## src/rtl/ll_freelist_ctrl.sv

```systemverilog
// Free-list manager for the lock-manager node pool: a FIFO of free node indices
// filled at start-up, with round-robin allocation and a single free port.
module ll_freelist_ctrl #(
  parameter int ADDR_W       = 8,
  parameter int NUM_REQ      = 4,
  parameter int RESERVE_ZERO = 1
) (
  input  logic               clk,
  input  logic               rst,
  input  logic               clear,
  input  logic [NUM_REQ-1:0] alloc_req,
  output logic [NUM_REQ-1:0] alloc_gnt,
  output logic [ADDR_W-1:0]  alloc_addr,
  input  logic               free_valid,
  input  logic [ADDR_W-1:0]  free_addr,
  output logic               free_ready,
  output logic               init_done,
  output logic [ADDR_W:0]    free_cnt
);

  localparam int DEPTH = 2 ** ADDR_W;
  localparam int RR_W  = (NUM_REQ > 1) ? $clog2(NUM_REQ) : 1;

  localparam logic [ADDR_W:0]   CAP        = (ADDR_W + 1)'(DEPTH - RESERVE_ZERO);
  localparam logic [ADDR_W-1:0] FILL_FIRST = ADDR_W'(RESERVE_ZERO);
  localparam logic [ADDR_W-1:0] FILL_LAST  = {ADDR_W{1'b1}};
  localparam logic [RR_W-1:0]   RR_LAST    = RR_W'(NUM_REQ - 1);

  typedef enum logic {
    S_INIT = 1'b0,
    S_RUN  = 1'b1
  } state_t;

  function automatic logic [RR_W-1:0] rr_next(input logic [RR_W-1:0] idx);
    return (idx == RR_LAST) ? '0 : idx + 1'b1;
  endfunction

  function automatic logic is_null(input logic [ADDR_W-1:0] addr);
    return (RESERVE_ZERO != 0) && (addr == '0);
  endfunction

  state_t            state_q, state_nx;
  logic [ADDR_W-1:0] fill_cnt_q;
  logic [ADDR_W-1:0] wr_ptr_q, rd_ptr_q;
  logic [ADDR_W:0]   count_q;
  logic [RR_W-1:0]   rr_q;
  logic [ADDR_W-1:0] head_p1;
  logic              vld_p1;
  logic [ADDR_W-1:0] mem [DEPTH];

  logic              run;
  logic              fill_en;
  logic              head_ok;
  logic              push;
  logic              pop;
  logic              wr_en;
  logic [ADDR_W-1:0] wr_data;
  logic [RR_W-1:0]   gnt_idx;
  logic [RR_W-1:0]   scan;
  logic              found;

  always_comb begin
    state_nx = state_q;
    fill_en  = 1'b0;
    case (state_q)
      S_INIT: begin
        fill_en = 1'b1;
        if (fill_cnt_q == FILL_LAST) state_nx = S_RUN;
      end
      S_RUN:   state_nx = S_RUN;
      default: state_nx = S_INIT;
    endcase
  end

  assign run        = (state_q == S_RUN);
  assign init_done  = run;
  assign free_cnt   = count_q;
  assign head_ok    = run && vld_p1 && (count_q != '0);
  assign free_ready = run && !clear && (count_q < CAP);
  // A null free completes the handshake but never reaches the FIFO.
  assign push       = free_valid && free_ready && !is_null(free_addr);
  assign wr_en      = !clear && (fill_en || push);
  assign wr_data    = fill_en ? fill_cnt_q : free_addr;

  always_comb begin
    alloc_gnt = '0;
    gnt_idx   = rr_q;
    found     = 1'b0;
    scan      = rr_q;
    for (int i = 0; i < NUM_REQ; i++) begin
      scan = rr_next(scan);
      if (!found && alloc_req[scan]) begin
        found   = 1'b1;
        gnt_idx = scan;
      end
    end
    if (found && head_ok && !clear) alloc_gnt[gnt_idx] = 1'b1;
  end

  assign pop        = |alloc_gnt;
  assign alloc_addr = pop ? head_p1 : '0;

  always_ff @(posedge clk) begin
    if (wr_en) mem[wr_ptr_q] <= wr_data;
  end

  always_ff @(posedge clk or posedge rst) begin
    if (rst) begin
      state_q    <= S_INIT;
      fill_cnt_q <= FILL_FIRST;
      wr_ptr_q   <= '0;
      rd_ptr_q   <= '0;
      count_q    <= '0;
      rr_q       <= RR_LAST;
      head_p1    <= '0;
      vld_p1     <= 1'b0;
    end else if (clear) begin
      state_q    <= S_INIT;
      fill_cnt_q <= FILL_FIRST;
      wr_ptr_q   <= '0;
      rd_ptr_q   <= '0;
      count_q    <= '0;
      rr_q       <= RR_LAST;
      head_p1    <= '0;
      vld_p1     <= 1'b0;
    end else begin
      state_q <= state_nx;
      if (fill_en) fill_cnt_q <= fill_cnt_q + 1'b1;
      if (wr_en)   wr_ptr_q   <= wr_ptr_q + 1'b1;
      if (pop) begin
        rd_ptr_q <= rd_ptr_q + 1'b1;
        rr_q     <= gnt_idx;
      end
      if (wr_en && !pop)      count_q <= count_q + 1'b1;
      else if (!wr_en && pop) count_q <= count_q - 1'b1;
      // Stage p1: registered head read; valid only if the entry sat still for a full cycle.
      head_p1 <= mem[rd_ptr_q];
      vld_p1  <= run && (count_q != '0) && !pop;
    end
  end

endmodule

```

## config.mk

```make
export PLATFORM = sky130hd
export DESIGN_NAME = ll_freelist_ctrl
export DESIGN_NICKNAME = d
export VERILOG_FILES = /design/src/rtl/ll_freelist_ctrl.sv
export SDC_FILE = /design/constraint.sdc
export NUM_CORES = 2
export LEC_CHECK = 0
export CORE_UTILIZATION = 57
export CTS_CLUSTER_SIZE = 25
export DETAILED_ROUTE_END_ITERATION = 7
export PLACE_DENSITY = 0.76
export SETUP_SLACK_MARGIN = 0.2
export SYNTH_ARGS = -nofsm -noshare
export SYNTH_HDL_FRONTEND = slang
export SYNTH_SLANG_ARGS = --single-unit
```

## constraint.sdc

```tcl
create_clock -name clk -period 3.63 [get_ports clk]
set_input_delay 0.5445 -clock clk [delete_from_list [all_inputs] [get_ports clk]]
set_output_delay 0.5445 -clock clk [all_outputs]
set_load 0.005 [all_outputs]
```

==> flow_metrics.tcl <==
set metrics [dict create \
    grt_first_pass_wirelength_mm 304 \
    multi_input_comb_area_um2 18600 \
    outcome "finished, violations left" \
    setup_slack_ps -396 \
    total_power_mw 48.0 \
    synth_top_area_share_pct 74.6 \
    n_fill_cell 8926 \
    portBuffers 38 \
    arrival_ps 3480 \
    synthCells 4006 \
    initial_core_util_pct 57.4 \
    synth_area_leaders "edfxtp_1, mux4_2, mux2i_1" \
    synth_flop_cell "edfxtp_1" \
    drt_iter0_markers 6435 \
    die_w_um 382 \
    max_freq_ghz 0.248 \
    synth_edf_count 2048 \
    violations "negative setup slack" \
    cts.sinks 2093 \
    hold_class "in -> reg" \
    peakVddDrop_uv 559 \
    die_area_um2 146000 \
    vias_per_cell 6.77 \
    synth_seq_cells 2093 \
    clk_latency_ps 850 \
    cts_max_level 4 \
    tightest_slew_ps 1140 \
    grt_max_degree 121 \
    finalCriticalPeriod_ps 4030 \
    final_util_pct 65.1 \
    coreArea_um2 143000 \
    slew_violations 0 \
    cts_tree "done" \
    ctsRootBufferMaster "clkbuf_16" \
    final_net_count 4330 \
    critPathKind "reg -> out" \
    clk_pin_slew_worst_paths_ps 60 \
    period_share_pct 111 \
    p_per_area_nw_per_um2 514 \
    synth_area_per_cell_um2 20.6 \
    num_rows 139 \
    ant_nets 0 \
    grt_setup_unrepaired "true" \
    p_leak_nw 29.4 \
    synthesis.nets 4037 \
    finalSetupViolCount 4 \
    die_h_um 382 \
    antenna_found_initial 4 \
    worstSetupStartpointType "register" \
    syn_area_um2 82400 \
    final.setup.tns_ps -1320 \
    syn_to_final_growth_pct 13.4 \
    holdWs_ps 164 \
    yosysSeqAreaShare_pct 76.0 \
    hold_buffers 0 \
    drv_cap 0 \
    layout_commonest_cell "edfxtp_1" \
    final_cells 6363 \
    vias 43100 \
    drt_wl_total_mm 212 \
    ys_async_sr_fraction_pct 2.15 \
    yosysTopAreaCell "edfxtp_1" \
    slew_headroom_pct 23.5 \
    pin_count 39 \
    wire_per_inst_um 33.3 \
    final_area_um2 93500 \
    synth_warnings 0 \
    drive_above_1_share_pct 25.2 \
    place.gp.congestion 0.923 \
    final_cell_mix "edfxtp_1, mux4_2, nor2_1" \
    finClkSkew_ps 55.3 \
    required_ps 3090 \
    grt_use_total_pct 29.2 \
    dpl_cell_area_um2 86700 \
    placed_cells 5986 \
    cts_buffer_depth 3 \
    place_ws_ps -291 \
    yosysUniqueCellTypes 70 \
    dp_hpwl_mm 131 \
    dr.pass1.iters 5 \
    cts_buffers 193 \
    cp-end-kind "output port" \
    drc 0 \
    grt_overflow 0 \
    grt_pass1_vias 42900 \
    seqCellArea_um2 62600 \
    cp_max_fo 5 \
    hold_viol 0 \
]
## power by group
part	switching [mW]	total (mW)	leakage (nW)	internal (mW)
sequential	0.0543	26.6	19.4	26.5
clock	8.83	20.4	3.06	11.5
combinational	0.705	1.07	6.91	0.370
## cells in the mapped netlist, drive strengths merged, types with 4 or more instances
cell type  count
edfxtp      2048
mux4         471
nor2         327
mux2i        200
buf          139
nand2        108
clkbuf        95
a21oi         78
a22oi         54
o21ai         43
dfrtp         42
o22ai         29
a221oi        26
nor2b         26
a211oi        22
o221ai        21
mux2          20
nand3         20
inv           18
nor3          17
ha            14
xor2          14
xnor2         13
and2          12
a31oi         11
nand2b         9
nand4          8
nor4           8
o211ai         8
o31ai          8
a22o           7
and3           7
or3            7
o2111ai        6
o22a           6
o32ai          6
o41ai          6
a311oi         5
nor3b          5
o21a           5
a2111oi        4
o21bai         4
## path summary, 6_finish.rpt
path	start	to	slack [ps]	cells past startpoint
hold reg to reg	rd_ptr_q[7]$_DFFE_PP0P_	rd_ptr_q[7]$_DFFE_PP0P_	580	2
setup reg to reg	rd_ptr_q[3]$_DFFE_PP0P_	head_p1[4]$_DFF_PP0_	110	9
max in group asynchronous	rst	fill_cnt_q[0]$_DFFE_PP1P_	2640	3
hold / removal	clear	free_cnt[8]$_DFFE_PP0P_	160	3
min in group asynchronous	rst	vld_p1$_DFF_PP0_	200	2
setup / recovery	rr_q[0]$_DFFE_PP1P_	alloc_gnt[0]	-400	10
## final cells by class
| type | instances | share of cell area (%) |
|---|---|---|
| Clock inverter | 101 | 1.25 |
| Tap cell | 1903 | 2.55 |
| Multi-Input combinational cell | 1661 | 19.9 |
| Antenna cell | 3 | 0.00803 |
| Clock buffer | 252 | 5.52 |
| Sequential cell | 2093 | 67.0 |
| Timing Repair Buffer | 332 | 3.69 |
| Inverter | 18 | 0.0776 |
## metal layers
| layer | global-route usage (%) | wire [um] | vias to the layer above |
|---|---|---|---|
| met5 | 0 | 54 | - |
| met4 | 11.7 | 9460 | 4 |
| met3 | 8.57 | 27300 | 511 |
| met2 | 44.9 | 99500 | 3103 |
| met1 | 39.7 | 75400 | 22300 |
| li1 | - | - | 17100 |
## registers in the layout (all words and copies together), names as in the netlist
register	count
head_p1	8
vld_p1	1
init_done	1
rr_q	2
mem	2048
rd_ptr_q	8
wr_ptr_q	8
fill_cnt_q	8
free_cnt	9
## cells by family (layout without fill, tap and decap cells)
group / Yosys count / after routing / synth area share [%]
xor+xnor: 27 / 27 / 0.287
fa+ha+maj: 15 / 15 / 0.237
simple gates: 565 / 565 / 2.94
buf+inv: 252 / 703 / 1.88
other cells: 0 / 3 / 0
mux: 691 / 691 / 15.6
flops: 2093 / 2093 / 76.0
compound gates: 363 / 363 / 3.09
## worst max-delay path: stages (launching register included)
cell,delay (ps)
dfstp_2,560
ha_4,230
mux2_4,320
mux2_4,270
a22o_4,270
o21bai_1,150
a32oi_1,270
a31oi_2,110
buf_4,190
nor3b_2,150
buf_2,130
## timing repair
item,in CTS,in global routing
buffers inserted,16,4
pin swaps,15,9
cloned,1,0
resized for setup,90,17
setup endpoints to repair,18,18
Note: power is estimated with default switching activity, not from simulation.
